===== src/rtl/multicycle_control_pkg.sv =====
// Shared encodings for the multicycle controller: opcodes, ALU operations,
// PC source selects and the controller state enumeration.
package multicycle_control_pkg;

  localparam logic [6:0] OP_ADD  = 7'd0;
  localparam logic [6:0] OP_SUB  = 7'd1;
  localparam logic [6:0] OP_MUL  = 7'd2;
  localparam logic [6:0] OP_LDB  = 7'd16;
  localparam logic [6:0] OP_LDW  = 7'd17;
  localparam logic [6:0] OP_STB  = 7'd18;
  localparam logic [6:0] OP_STW  = 7'd19;
  localparam logic [6:0] OP_BEQ  = 7'd48;
  localparam logic [6:0] OP_JUMP = 7'd49;

  localparam logic [3:0] ALU_ADD = 4'd0;
  localparam logic [3:0] ALU_SUB = 4'd1;
  localparam logic [3:0] ALU_MUL = 4'd2;

  localparam logic [1:0] PC_PLUS4  = 2'd0;
  localparam logic [1:0] PC_BRANCH = 2'd1;
  localparam logic [1:0] PC_JUMP   = 2'd2;

  typedef enum logic [3:0] {
    S_START,
    S_FETCH,
    S_DECODE,
    S_EXEC,
    S_MEMADR,
    S_MEMRD,
    S_MEMWR,
    S_WB,
    S_BRANCH,
    S_JUMP
  } state_t;

  function automatic logic is_alu_op(input logic [6:0] op);
    return (op == OP_ADD) || (op == OP_SUB) || (op == OP_MUL);
  endfunction

  function automatic logic is_mem_op(input logic [6:0] op);
    return (op == OP_LDB) || (op == OP_LDW) || (op == OP_STB) || (op == OP_STW);
  endfunction

endpackage


===== src/rtl/multicycle_control.sv =====
// Multicycle processor controller: Moore FSM sequencing fetch, decode,
// execute, memory and write-back, plus a retired-instruction counter.
module multicycle_control
  import multicycle_control_pkg::*;
(
  input  logic        clk,
  input  logic        rst,
  input  logic [6:0]  opcode,
  input  logic        zero,
  input  logic        mem_ready,
  output logic        mem_req,
  output logic        IRWrite,
  output logic        PCWrite,
  output logic        RegWrite,
  output logic        ALUSrc,
  output logic        MemtoReg,
  output logic        Link,
  output logic        MemReadB,
  output logic        MemReadW,
  output logic        MemWriteB,
  output logic        MemWriteW,
  output logic [3:0]  ALUControl,
  output logic [1:0]  PCSrc,
  output logic        illegal,
  output logic [15:0] instr_count
);

  state_t      state, next_state;
  logic        armed;     // low for the first edge after reset release
  logic        load_wb;   // current write-back came from a load
  logic [3:0]  alu_q;     // ALU operation captured in DECODE
  logic [15:0] count_q;
  logic        retire;

  assign instr_count = count_q;

  // Control state: FSM register, reset-release arming, load flag, counter
  always_ff @(posedge clk or posedge rst) begin
    if (rst) begin
      state   <= S_START;
      armed   <= 1'b0;
      load_wb <= 1'b0;
      count_q <= 16'd0;
    end else begin
      state <= next_state;
      armed <= 1'b1;
      if (next_state == S_WB)
        load_wb <= (state == S_MEMRD);
      if (retire)
        count_q <= count_q + 16'd1;
    end
  end

  // Capture the ALU operation once in DECODE so EXEC/WB ignore later opcode changes
  always_ff @(posedge clk) begin
    if (state == S_DECODE)
      alu_q <= is_alu_op(opcode) ? opcode[3:0] : ALU_ADD;
  end

  // Next-state and output decode; every output defaults to 0
  always_comb begin
    next_state = state;
    mem_req    = 1'b0;
    IRWrite    = 1'b0;
    PCWrite    = 1'b0;
    RegWrite   = 1'b0;
    ALUSrc     = 1'b0;
    MemtoReg   = 1'b0;
    Link       = 1'b0;
    MemReadB   = 1'b0;
    MemReadW   = 1'b0;
    MemWriteB  = 1'b0;
    MemWriteW  = 1'b0;
    ALUControl = ALU_ADD;
    PCSrc      = PC_PLUS4;
    illegal    = 1'b0;
    case (state)
      // Hold one extra edge after reset release so FETCH lands on the second edge
      S_START: next_state = armed ? S_FETCH : S_START;
      S_FETCH: begin
        mem_req = 1'b1;
        if (mem_ready) begin
          IRWrite    = 1'b1;
          PCWrite    = 1'b1;
          PCSrc      = PC_PLUS4;
          next_state = S_DECODE;
        end
      end
      S_DECODE: begin
        if (is_alu_op(opcode))       next_state = S_EXEC;
        else if (is_mem_op(opcode))  next_state = S_MEMADR;
        else if (opcode == OP_BEQ)   next_state = S_BRANCH;
        else if (opcode == OP_JUMP)  next_state = S_JUMP;
        else begin
          illegal    = 1'b1;
          next_state = S_FETCH;
        end
      end
      S_EXEC: begin
        ALUControl = alu_q;
        next_state = S_WB;
      end
      S_WB: begin
        RegWrite   = 1'b1;
        MemtoReg   = load_wb;
        ALUControl = alu_q;
        next_state = S_FETCH;
      end
      S_MEMADR: begin
        ALUSrc     = 1'b1;
        next_state = ((opcode == OP_LDB) || (opcode == OP_LDW)) ? S_MEMRD : S_MEMWR;
      end
      S_MEMRD: begin
        mem_req  = 1'b1;
        MemReadB = (opcode == OP_LDB);
        MemReadW = (opcode == OP_LDW);
        if (mem_ready) next_state = S_WB;
      end
      S_MEMWR: begin
        mem_req   = 1'b1;
        MemWriteB = (opcode == OP_STB);
        MemWriteW = (opcode == OP_STW);
        if (mem_ready) next_state = S_FETCH;
      end
      S_BRANCH: begin
        ALUControl = ALU_SUB;
        PCSrc      = PC_BRANCH;
        PCWrite    = zero;
        next_state = S_FETCH;
      end
      S_JUMP: begin
        PCSrc      = PC_JUMP;
        PCWrite    = 1'b1;
        RegWrite   = 1'b1;
        Link       = 1'b1;
        next_state = S_FETCH;
      end
      default: next_state = S_START;
    endcase
  end

  assign retire = (next_state == S_FETCH) &&
                  ((state == S_WB) || (state == S_MEMWR) ||
                   (state == S_BRANCH) || (state == S_JUMP));

endmodule


===== config.mk =====
export PLATFORM = sky130hd
export DESIGN_NAME = multicycle_control
export DESIGN_NICKNAME = d
export VERILOG_FILES = /design/src/rtl/multicycle_control_pkg.sv /design/src/rtl/multicycle_control.sv
export SDC_FILE = /design/constraint.sdc
export NUM_CORES = 1
export LEC_CHECK = 0
export BUFFER_PORTS_ARGS = -buffer_cell sky130_fd_sc_hd__buf_4
export CAP_MARGIN = 10
export CORE_AREA = 2 2 57 59
export DETAILED_ROUTE_END_ITERATION = 8
export DIE_AREA = 0 0 59 61
export PLACE_DENSITY = 0.76
export SYNTH_ARGS = -nofsm -noshare
export SYNTH_HDL_FRONTEND = slang
export SYNTH_SLANG_ARGS = --single-unit
export TNS_END_PERCENT = 50

===== constraint.sdc =====
create_clock -name clk -period 1.9 [get_ports clk]
set_input_delay 0.285 -clock clk [delete_from_list [all_inputs] [get_ports clk]]
set_output_delay 0.285 -clock clk [all_outputs]
set_load 0.02 [all_outputs]

======== Word level (Yosys, flattened, before mapping) ========
Cells that the tools add are included.
storage, ports and cells
  bits in registers ....................... 26
  input port bits ......................... 11
  output and inout port bits .............. 34
  logic and storage cells ................. 69
operators by class
  add/sub/neg operators ................... 1
  equal/unequal tests ..................... 19
  mux-type cells .......................... 29
  reduce and logical (&&, ||, !) cells .... 15
operator list
  cell                                                  count
  one-hot mux 4 bit (8 select lines)                    1
  equality test 7 x 5 -> 1 bit (second input constant)  4
  2-to-1 mux 4 bit                                      7
  equality test 4 x 3 -> 1 bit (second input constant)  5
  2-to-1 mux 1 bit                                      17
  adder 16 x 1 -> 16 bit (second input constant)        1
  equality test 7 x 6 -> 1 bit (second input constant)  2
  equality test 4 x 1 -> 1 bit (second input constant)  2
  equality test 4 x 2 -> 1 bit (second input constant)  2
  equality test 4 bit (second input constant)           2
  logical OR 1 bit                                      8
  one-hot mux 4 bit (2 select lines)                    1
  equality test 7 x 1 -> 1 bit (second input constant)  1
  equality test 7 x 2 -> 1 bit (second input constant)  1
  logical NOT 7 bit                                     1
  OR reduction 3 bit                                    2
  logical NOT 4 bit                                     1
  one-hot mux 2 bit (2 select lines)                    1
  OR reduction 2 bit                                    2
  one-hot mux 1 bit (3 select lines)                    1
  2-to-1 mux 2 bit                                      1
  logical AND 1 bit                                     1

======== Longest topological paths before layout ========
Gate-level depths: netlist of run 1.
  depth after elaboration ................. 9
  mapped depth ............................ 8

======== Least setup slack after synthesis of run 1 ========
OpenSTA, ideal clock, no wires.
  path kind ............................... flip-flop to flip-flop
  start ................................... register state[1]
  end ..................................... register load_wb
  setup time .............................. 77 ps
  arrival time ............................ 2057 ps
  required time ........................... 1823 ps
  path slack .............................. -234 ps
  stages on the path, launching flop included .. 8
  path buffers ............................ 2
  clock period less this slack ............ 2134 ps
  path through ............................ dfrtp_1 -> buf_2 -> buf_1 -> nor4b_1 -> o21ai_0 -> o21ai_0 -> o32ai_1 -> a21oi_1
between the ends
  word-level cells in the longest chain between the ends .. 4
ends and longest elaborated chain
  element                                                              line                      source
  start, declared                                                      multicycle_control.sv:28  state_t state, next_state;
  start signal, assigned                                               multicycle_control.sv:45  state <= next_state;
  equality test 4 x 3 -> 1 bit or equality test 4 bit (tied branches)  multicycle_control.sv:77  case (state)
  OR reduction 3 bit (no source line)                                  n/a
  one-hot mux 4 bit (8 select lines)                                   multicycle_control.sv:77
  equality test 4 x 3 -> 1 bit                                         multicycle_control.sv:47  if (next_state == S_WB)
  end signal, assigned                                                 multicycle_control.sv:48  load_wb <= (state == S_MEMRD);
  end, declared                                                        multicycle_control.sv:30  logic load_wb;
Several ways; a longest one is shown, not always the timed one.
A chain may end at the register's enable or synchronous reset.

======== Worst setup path after layout of run 1 ========
  start ................................... input opcode[2]
  end ..................................... output MemReadW
between the ends
  word-level cells in the longest chain between the ends .. 2
ends and longest elaborated chain
  element                       line                       source
  start, declared               multicycle_control.sv:8    input logic [6:0] opcode,
  equality test 7 x 5 -> 1 bit  multicycle_control.sv:116  MemReadW = (opcode == OP_LDW);
  2-to-1 mux 1 bit              multicycle_control.sv:77
  end, declared                 multicycle_control.sv:19   output logic MemReadW,
No other way between the ends.

==> impl_metrics.tcl, run 1 <==
set metrics [dict create \
    postLayoutCoreUtil 0.6847 \
    timing_worst_setup_path_type "input port to output port" \
    grt_ovf 0 \
    postRouteWirelength_mm 3.389 \
    net-switching-power_w 0.0009480 \
    layout_worst_path_cycle_share 0.9964 \
    area_growth_syn_to_layout_pct 40.28 \
    cp_common_cell "sky130_fd_sc_hd__buf_4" \
    yosysTopAreaCell "sky130_fd_sc_hd__dfrtp_1" \
    grtUsageTotal 0.1883 \
    swShare 0.3999 \
    layout-drive-gt1-share 0.4118 \
    clkSlewWorstSetupHoldPaths_ns 0.14 \
    dp_hpwl_mm 2.565 \
    power_frac_comb 0.511 \
    most_numerous_cell_in_the_yosys_netlist "sky130_fd_sc_hd__dfrtp_1" \
    floorplan.initialDensity 0.4881 \
    cts_max_level 1 \
    synth_area_per_cell_um2 9.674 \
    fp.dieH_um 61 \
    power.sequential.fraction 0.351 \
    path_delay_family "simple AND/OR/NAND/NOR gates" \
    global_route_wire_length_before_repair_mm 5.285 \
    unrepaired_setup_endpoints_after_global_routing "true" \
    final-seq-area_um2 675.6 \
    max_cap_viols 0 \
    routed_via_density 5.544 \
    total_clock_buffers_created_by_cts 3 \
    timing.critical_path.buf_inv 2 \
    setup_viol_count_final 0 \
    max_fclk_ghz 0.5282 \
    yosys-top-cells-area "sky130_fd_sc_hd__dfrtp_1 38%, sky130_fd_sc_hd__xnor2_1 8.5%, sky130_fd_sc_hd__edfxtp_1 8.3%" \
    portBuffers 44 \
    vdd_drop_max_mv 0.7725 \
    worstSkewPairLatency_ns 0.31 \
    share_clk_of_total_power 0.137 \
    cellLeakagePower_nw 0.9188 \
    multi_input_area_um2 803.3 \
    ff2ff_path_depth 8 \
    core_um2 2953 \
    yosysTopAreaCellShare 0.3819 \
    drc_errors 0 \
    cts_buffer_depth 2 \
    run_status "finished, final reports clean" \
    grt_max_degree 23 \
    critical_path.slowest_cell "sky130_fd_sc_hd__or4_4" \
    avgRoutedWirePerCell_um 14.30 \
    critical_path.reg2reg.startpoint "state[1]" \
    timing.critical_path.arrival_ns 1.61 \
    floorplan.io_pins 45 \
    cts.root.buffer_cell "sky130_fd_sc_hd__clkbuf_4" \
    r2r_setup_slack_ns 0.19 \
    worst_pin_slew_ns 0.5100 \
    critical_path.startpoint_type "input port" \
    final_critical_path_setup_slack_ns 0.006794 \
    synth_area_um2 1441 \
    cpPeakStageDelay_ns 0.51 \
    stdcell_count 237 \
    number_of_global_route_vias_before_repair 1204 \
    end_point_of_the_most_critical_hold_path "alu_q[0]" \
    grt_antenna_before_repair 0 \
    clock-sinks 26 \
    final_antenna_net_count 0 \
    floorplan.die_area_um2 3599 \
    min_from "opcode[1]" \
    rr_endpoint "load_wb" \
    worstPathCellList "buf_4 -> or4_4 -> or3_4 -> nor3_2 -> buf_4" \
    antenna-diode-count 0 \
    synth.cells.most_frequent "22 x sky130_fd_sc_hd__dfrtp_1, 14 x sky130_fd_sc_hd__nand2_1, 14 x sky130_fd_sc_hd__xnor2_1, 9 x sky130_fd_sc_hd__nor2_1" \
    initialDrtViolationCount 33 \
    synth.yosys.seq_area_share 0.4653 \
    dp_worst_setup_slack_ns -0.02901 \
    pwr_density_cell_nw_per_um2 1173 \
    filler_cell_count 233 \
    postSynthCellCount 149 \
    fp.dieW_um 59 \
    final_net_count 217 \
    synth_enable_flop_cells 4 \
    end_kind "output port" \
    clock_tree_from_tritoncts "done" \
    timing.hold.worst_path_depth 2 \
    vias 1314 \
    synth-seq-cells 26 \
    fp-row-count 20 \
    detail_route.first_pass.iterations 4 \
    period_minus_slack_ns 1.893 \
    worst_slew_margin_rel 0.6512 \
    timing.final.hold_violations 0 \
    place_inst 230 \
    synth.lib_cells_used.distinct 41 \
    internal_power_w 0.001423 \
    skew_ns 0.001623 \
    setup_tns_ns 0 \
    gp_routability_congestion 0.8632 \
    timing.critical_path.fanout_max 3 \
    slew_violations 0 \
    synth.yosys.warnings 0 \
    asr_flop_ratio_synth 0.8462 \
    worst-endpoint-required_ns 1.62 \
    min_path_type "input port to flip-flop" \
    prevailing_post_synth_register_cell "sky130_fd_sc_hd__dfrtp_1" \
]
==> layout make-up <==
cell class | count | area share
timing repair buffer | 55 | 0.2135
multi-input combinational | 113 | 0.3973
clock buffer | 4 | 0.02351
sequential | 26 | 0.3342
tap | 33 | 0.02042
inverter | 6 | 0.01114
==> metrics by stage <==
step | area [µm²] | hold WS [ns] | total power (W)
3_5_place_dp | 1863 | 0.3438 | 0.001908
4_1_cts | 1952 | 0.2889 | 0.002258
6_report | 2022 | 0.3012 | 0.002371
5_1_grt | 2022 | 0.2905 | 0.002520
3_3_place_gp | 1863 | 0.3430 | 0.001883
2_1_floorplan | 1451 | 0.2742 | 0.001519
==> cells in the final DEF (no fill, tap or decap), types with 2 or more instances in the layout <==
| cell | count |
|---|---|
| sky130_fd_sc_hd__xnor2_1 | 14 |
| sky130_fd_sc_hd__conb_1 | 3 |
| sky130_fd_sc_hd__or3_4 | 2 |
| sky130_fd_sc_hd__nor2b_2 | 3 |
| sky130_fd_sc_hd__nand2b_1 | 4 |
| sky130_fd_sc_hd__inv_1 | 6 |
| sky130_fd_sc_hd__nor2_1 | 8 |
| sky130_fd_sc_hd__nor2b_1 | 4 |
| sky130_fd_sc_hd__clkbuf_4 | 3 |
| sky130_fd_sc_hd__and4_1 | 2 |
| sky130_fd_sc_hd__nor4_2 | 2 |
| sky130_fd_sc_hd__and2_1 | 3 |
| sky130_fd_sc_hd__nand2b_2 | 2 |
| sky130_fd_sc_hd__nor3_1 | 2 |
| sky130_fd_sc_hd__o21ai_0 | 6 |
| sky130_fd_sc_hd__and3_1 | 3 |
| sky130_fd_sc_hd__dfrtp_2 | 4 |
| sky130_fd_sc_hd__nand2_1 | 14 |
| sky130_fd_sc_hd__buf_4 | 52 |
| sky130_fd_sc_hd__dfrtp_1 | 18 |
| sky130_fd_sc_hd__nor3_2 | 2 |
| sky130_fd_sc_hd__nand4_1 | 6 |
| sky130_fd_sc_hd__nand3_1 | 4 |
| sky130_fd_sc_hd__a21oi_1 | 5 |
| sky130_fd_sc_hd__edfxtp_1 | 4 |
==> power groups by stage <==
stage               Sequential (W)  Clock, W  Combinational, W
floorplan                 0.000821         0          0.000698
global placement          0.000826         0           0.00106
CTS                       0.000824  0.000332           0.00110
detailed placement        0.000830         0           0.00108
finish                    0.000833  0.000325           0.00121
global route              0.000849  0.000354           0.00132
==> worst register-to-register path, cell delays in order (launching register included) <==
cell                       delay [ns]
sky130_fd_sc_hd__dfrtp_2         0.46
sky130_fd_sc_hd__buf_12          0.13
sky130_fd_sc_hd__nand2b_4        0.06
sky130_fd_sc_hd__or3_4           0.35
sky130_fd_sc_hd__inv_1           0.10
sky130_fd_sc_hd__nand2_1         0.06
sky130_fd_sc_hd__o21ai_0         0.22
sky130_fd_sc_hd__o32ai_1         0.11
sky130_fd_sc_hd__a21oi_1         0.16
==> state kept, by name, indices dropped and copies added (netlist names) <==
name and count:
load_wb 1, alu_q 4, state 4, instr_count 16, armed 1
==> cells by family (layout without fill, tap and decap cells) <==
| kind of cell | after synthesis | after routing | synth area share |
|---|---|---|---|
| AND/OR/NAND/NOR | 70 | 70 | 0.2726 |
| other | 2 | 3 | 0.005210 |
| adder cells (fa/ha/maj) | 1 | 1 | 0.008679 |
| buffers and inverters | 11 | 65 | 0.02951 |
| AO/OA/AOI/OAI | 22 | 22 | 0.1129 |
| XOR/XNOR | 15 | 15 | 0.09115 |
| multiplexers | 2 | 2 | 0.01476 |
| flip-flops | 26 | 26 | 0.4653 |
==> repair_timing <==
action | in CTS | in global routing
endpoints found under the hold margin | 22 | 0
setup endpoints to repair | 9 | 14
buffers inserted | 0 | 2
gates resized for setup | 9 | 11
hold buffers | 1 | 0
==> metal layers <==
metal  share of wire  global-route usage
met5               0                   0
met4               0             0.02273
met3           0.035             0.02772
met2            0.53              0.3460
met1            0.43              0.2429
==> worst max path at each step <==
stage / cells past startpoint / end / from / slack (ns)
detailed placement: 5 / MemReadB / opcode[3] / -0.03
finish: 5 / MemReadW / opcode[2] / 0.007
global route: 5 / MemReadW / state[3] / -0.07
global placement: 5 / MemReadW / opcode[3] / -0.02
CTS: 4 / illegal / state[0] / -0.02
floorplan: 3 / MemReadB / opcode[3] / -0.05
Note: power is estimated with default switching activity, not from simulation.
==> inputs of run 2 (changes only) <==
- GPL_TIMING_DRIVEN: default -> 0
==> run 2 against run 1 <==
  * Non-clock buffer count up 1
  * Global-route usage is 3.6 points higher
  * Worst setup slack improved by 0.0025 ns
  * Critical path type unchanged
  * Critical endpoint is now MemReadB
==> impl_metrics.tcl, run 2 (synthesis results as in run 1) <==
set metrics [dict create \
    critical_path.startpoint_type "input port" \
    min_path_type "input port to async pin" \
    layout_worst_path_cycle_share 0.9951 \
    total_clock_buffers_created_by_cts 3 \
    end_kind "output port" \
    internal_power_w 0.001503 \
    unrepaired_setup_endpoints_after_global_routing "true" \
    pwr_density_cell_nw_per_um2 1222 \
    run_status "finished, final reports clean" \
    cts.root.buffer_cell "sky130_fd_sc_hd__clkbuf_4" \
    core_um2 2953 \
    portBuffers 44 \
    cts_buffer_depth 2 \
    cellLeakagePower_nw 0.9427 \
    worst_slew_margin_rel 0.4582 \
    stdcell_count 238 \
    clkSlewWorstSetupHoldPaths_ns 0.15 \
    worst-endpoint-required_ns 1.62 \
    grtUsageTotal 0.2245 \
    path_delay_family "simple AND/OR/NAND/NOR gates" \
    drc_errors 0 \
    grt_ovf 0 \
    worst_pin_slew_ns 0.8119 \
    floorplan.initialDensity 0.4881 \
    swShare 0.4119 \
    layout-drive-gt1-share 0.4293 \
    global_route_wire_length_before_repair_mm 5.961 \
    largest_register_ffs 16 \
    final_antenna_net_count 0 \
    floorplan.die_area_um2 3599 \
    grt_antenna_before_repair 0 \
    postCtsHoldBufs 0 \
    cpPeakStageDelay_ns 0.51 \
    final_common_cell "sky130_fd_sc_hd__buf_4" \
    timing.final.hold_violations 0 \
    max_fclk_ghz 0.5289 \
    fp.dieH_um 61 \
    cp_common_cell "sky130_fd_sc_hd__buf_4" \
    setup_viol_count_final 0 \
    final_critical_path_setup_slack_ns 0.009333 \
    timing.critical_path.fanout_max 3 \
    dp_hpwl_mm 2.628 \
    dp_worst_setup_slack_ns -0.08342 \
    final_cell_mix "50 x sky130_fd_sc_hd__buf_4, 21 x sky130_fd_sc_hd__dfrtp_1, 14 x sky130_fd_sc_hd__xnor2_1" \
    postRouteWirelength_mm 3.980 \
    gp_routability_congestion 0.8691 \
    antenna-diode-count 0 \
    routed_via_density 5.815 \
    detail_route.first_pass.iterations 4 \
    power_frac_comb 0.553 \
    timing.critical_path.arrival_ns 1.61 \
    share_clk_of_total_power 0.132 \
    area_growth_syn_to_layout_pct 45.05 \
    worstSkewPairLatency_ns 0.33 \
    grt_max_degree 23 \
    place_inst 227 \
    initialDrtViolationCount 71 \
    avgRoutedWirePerCell_um 16.72 \
    critical_path.slowest_cell "sky130_fd_sc_hd__or4_4" \
    skew_ns 0.006201 \
    net-switching-power_w 0.001053 \
    floorplan.io_pins 45 \
    fp-row-count 20 \
    vdd_drop_max_mv 0.7679 \
    slew_violations 0 \
    final_net_count 218 \
    worstPathCellList "buf_4 -> or4_4 -> or3_4 -> nor3_2 -> buf_4" \
    cts_max_level 1 \
    setup_tns_ns 0 \
    max_cap_viols 0 \
    vias 1384 \
    timing_worst_setup_path_type "input port to output port" \
    number_of_global_route_vias_before_repair 1266 \
    power.sequential.fraction 0.315 \
    fp.dieW_um 59 \
    clock-sinks 26 \
    timing.critical_path.buf_inv 2 \
    period_minus_slack_ns 1.891 \
    clock_tree_from_tritoncts "done" \
]
[run 2: changes by cell type in the layout (fill, tap and decap cells not counted), sizes merged]
cell	previous run	this run
inv	6	5
clkbuf	4	6
clkinvlp	0	1
dlygate4sd3	1	0
[run 2: metrics by stage]
| step | util | total power (W) | hold slack [ns] | cell area (µm²) |
|---|---|---|---|---|
| 5_1_grt | 0.7081 | 0.002676 | 0.1587 | 2091 |
| 3_3_place_gp | 0.6174 | 0.001839 | 0.4612 | 1823 |
| 2_1_floorplan | - | 0.001519 | 0.2742 | 1451 |
| 3_5_place_dp | 0.6174 | 0.001877 | 0.4695 | 1823 |
| 4_1_cts | 0.6797 | 0.002403 | 0.1317 | 2007 |
| 6_report | 0.7081 | 0.002556 | 0.09334 | 2091 |
[run 2: area by class of cell]
class,count,area [µm²]
multi-input cells,113,855.8
repair buffers,52,397.9
plain buffers,4,50.05
well taps,33,41.29
clock buffers,4,47.55
inverters,6,26.28
flip-flops and latches,26,671.9
fillers,228,862.1
[run 2: routing by layer]
| metal | share of wire | GRT usage | wire, µm |
|---|---|---|---|
| met1 | 0.37 | 0.2497 | 1470 |
| met2 | 0.54 | 0.4254 | 2158 |
| met3 | 0.055 | 0.03198 | 217 |
| met4 | 0.033 | 0.09740 | 133 |
| met5 | 0 | 0 | 0 |
[run 2: power by group through the flow]
stage | registers, W | clock network (W) | logic [W]
6_report | 0.000805 | 0.000336 | 0.00141
5_1_grt | 0.000817 | 0.000359 | 0.00150
4_1_cts | 0.000795 | 0.000338 | 0.00127
3_5_place_dp | 0.000781 | 0 | 0.00110
3_3_place_gp | 0.000772 | 0 | 0.00107
2_1_floorplan | 0.000821 | 0 | 0.000698
[run 2: timing repair]
item	CTS	global route
endpoints found under the setup margin	23	15
resized for setup	25	15
setup buffers	6	2
gates cloned	0	0
pin swaps	1	5
[run 2: worst reg2reg max path, delay by kind of cell (launching register included)]
family | cells | cell delay [ns]
AO/OA/AOI/OAI | 3 | 0.51
buffers and inverters | 2 | 0.33
flip-flops | 1 | 0.41
AND/OR/NAND/NOR | 2 | 0.48
[run 2: final timing paths]
path | to | startpoint | slack (ns) | cells after the start
worst max-delay path | MemReadB | opcode[2] | 0.009 | 5
worst min register to register | instr_count[15] | instr_count[15] | 0.49 | 1
worst min-delay path | instr_count[5] | rst | 0.09 | 2
min in group clk | state[3] | opcode[5] | 0.27 | 2
max in group asynchronous | state[2] | rst | 1.25 | 2
worst max register to register | load_wb | state[3] | 0.10 | 7
==> inputs of run 3 (changes only) <==
- CORE_AREA: 2 2 57 59 -> 2 2 55 57
- DIE_AREA: 0 0 59 61 -> 0 0 57 59
- GPL_TIMING_DRIVEN: 0 -> default
- PLACE_DENSITY: 0.76 -> 0.81
- clock period: 1.9 -> 2.18 ns (I/O delays scaled with it)
==> run 3 against run 2 <==
  * First-iteration DRC count fell by 63%
  * Sequential power fell by 7.8%
  * Combinational power fell by 38%
  * Cell count fell by 5.5%
  * Core utilization fell by 2.0 points
  * Worst setup slack improved by 0.12 ns
  * Non-clock buffer count fell by 11
  * Wire length fell by 20%
  * Critical endpoint is now illegal
==> impl_metrics.tcl, run 3 (synthesis results as in run 1) <==
set metrics [dict create \
    run_status "finished, final reports clean" \
    clock_tree_from_tritoncts "done" \
    setup_tns_ns 0 \
    worst-endpoint-required_ns 1.85 \
    vias 1267 \
    post_cts_setup_inserts 0 \
    critical_path.startpoint_type "flip-flop" \
    floorplan.io_pins 45 \
    cellLeakagePower_nw 0.8547 \
    timing.final.hold_violations 0 \
    timing_worst_setup_path_type "flip-flop to output port" \
    antenna-diode-count 0 \
    final_cell_mix "45 x sky130_fd_sc_hd__buf_4, 20 x sky130_fd_sc_hd__dfrtp_1, 14 x sky130_fd_sc_hd__nand2_1, 14 x sky130_fd_sc_hd__xnor2_1, 9 x sky130_fd_sc_hd__nor2_1" \
    final_common_cell "sky130_fd_sc_hd__buf_4" \
    grt_antenna_before_repair 0 \
    period_minus_slack_ns 2.050 \
    path_delay_family "simple AND/OR/NAND/NOR gates" \
    dp_hpwl_mm 2.504 \
    global_route_wire_length_before_repair_mm 5.499 \
    setup_viol_count_final 0 \
    postLayoutCoreUtil 0.6884 \
    gp_routability_congestion 0.8574 \
    number_of_global_route_vias_before_repair 1289 \
    critical_path.slowest_cell "sky130_fd_sc_hd__dfrtp_2" \
    dpl-instance-area_um2 1802 \
    top_layer_used "met4" \
    grt_ovf 0 \
    route.layer.met1.wl_mm 1.304 \
    fp.dieW_um 57 \
    worst_slew_margin_rel 0.4687 \
    postRouteWirelength_mm 3.169 \
    clock-sinks 26 \
    layout-drive-gt1-share 0.3144 \
    fp.dieH_um 59 \
    vdd_drop_max_mv 0.8033 \
    cts_max_level 1 \
    grt_max_degree 23 \
    routed_via_density 5.631 \
    final_net_count 207 \
    worst_pin_slew_ns 0.7960 \
    r2r_setup_slack_ns 0.19 \
    end_kind "output port" \
    area_growth_syn_to_layout_pct 29.43 \
    detailroute.wirelength.met3_um 147 \
    total_clock_buffers_created_by_cts 3 \
    min_path_type "input port to async pin" \
    post-route-cell-area_um2 1866 \
    fp-row-count 19 \
    worstSkewPairLatency_ns 0.32 \
    largest_register_ffs 16 \
    cpPeakStageDelay_ns 0.51 \
    floorplan.initialDensity 0.5319 \
    layout_worst_path_cycle_share 0.9405 \
    timing.critical_path.fanout_max 12 \
    core_um2 2710 \
    portBuffers 44 \
    timing.critical_path.buf_inv 1 \
    slew_violations 0 \
    route.met2.wl_mm 1.670 \
    drc_errors 0 \
    final_antenna_net_count 0 \
    initialDrtViolationCount 26 \
    filler_cell_count 223 \
    pwr_density_cell_nw_per_um2 1020 \
    unrepaired_setup_endpoints_after_global_routing "false" \
    detail_route.first_pass.iterations 4 \
    max_fclk_ghz 0.4877 \
    clkSlewWorstSetupHoldPaths_ns 0.14 \
    floorplan.die_area_um2 3363 \
    grtUsageTotal 0.2070 \
    max_cap_viols 0 \
    worstPathCellList "nand2b_1 -> or3_1 -> a21oi_1 -> buf_4" \
    avgRoutedWirePerCell_um 14.08 \
    timing.critical_path.arrival_ns 1.72 \
    cts.root.buffer_cell "sky130_fd_sc_hd__clkbuf_4" \
    cts_buffer_depth 2 \
    skew_ns 0.002551 \
]
## run 3: final timing paths
check | start | depth (start not counted) | to
min in group clk | opcode[5] | 2 | state[3]
worst max register to register | state[0] | 7 | load_wb
worst max-delay path | state[0] | 4 | illegal
max in group asynchronous | rst | 2 | state[0]
worst min register to register | instr_count[15] | 1 | instr_count[15]
worst min-delay path | rst | 2 | armed
## run 3: final cells by class
type / count / area [µm²] / share of cell area
multi-input combinational: 113 / 745.7 / 0.3997
sequential: 26 / 673.1 / 0.3608
timing repair buffer: 45 / 337.8 / 0.1811
clock buffer: 4 / 47.55 / 0.02549
tap: 31 / 38.79 / 0.02079
inverter: 6 / 22.52 / 0.01207
## run 3: metal layers
metal  GRT usage  vias up
li1            -      609
met1      0.2642      612
met2      0.3678       41
met3     0.01528        5
met4     0.08306        0
met5           0        -
## run 3: through the flow
step	power [W]	std cells	hold WS, ns	setup WS (ns)
6_report	0.001903	225	0.1375	0.1297
5_1_grt	0.002052	225	0.1918	0.01118
4_1_cts	0.001915	225	0.1576	0.02872
3_5_place_dp	0.001619	221	0.4673	0.1522
3_3_place_gp	0.001589	221	0.4613	0.1875
2_1_floorplan	0.001317	150	0.3162	0.04598
## run 3: worst register-to-register path, cell delays in order, from the launching register on
cell                       delay (ns)
sky130_fd_sc_hd__dfrtp_2         0.51
sky130_fd_sc_hd__nand2b_1        0.20
sky130_fd_sc_hd__or3_1           0.38
sky130_fd_sc_hd__inv_1           0.21
sky130_fd_sc_hd__nand2_1         0.09
sky130_fd_sc_hd__o21ai_0         0.24
sky130_fd_sc_hd__o32ai_1         0.13
sky130_fd_sc_hd__a21oi_1         0.16
## run 3: what timing repair did
item                       in CTS  in global routing
resized for setup               1                  4
setup endpoints to repair       2                  8
hold buffers                    0                  0
hold endpoints to repair        0                  0
## run 3: power breakdown
| part | internal, W | switching [W] | total [W] |
|---|---|---|---|
| Sequential | 0.000599 | 0.000144 | 0.000742 |
| Clock | 0.000140 | 0.000142 | 0.000282 |
| Combinational | 0.000404 | 0.000475 | 0.000879 |
| Total | 0.00114 | 0.000760 | 0.00190 |
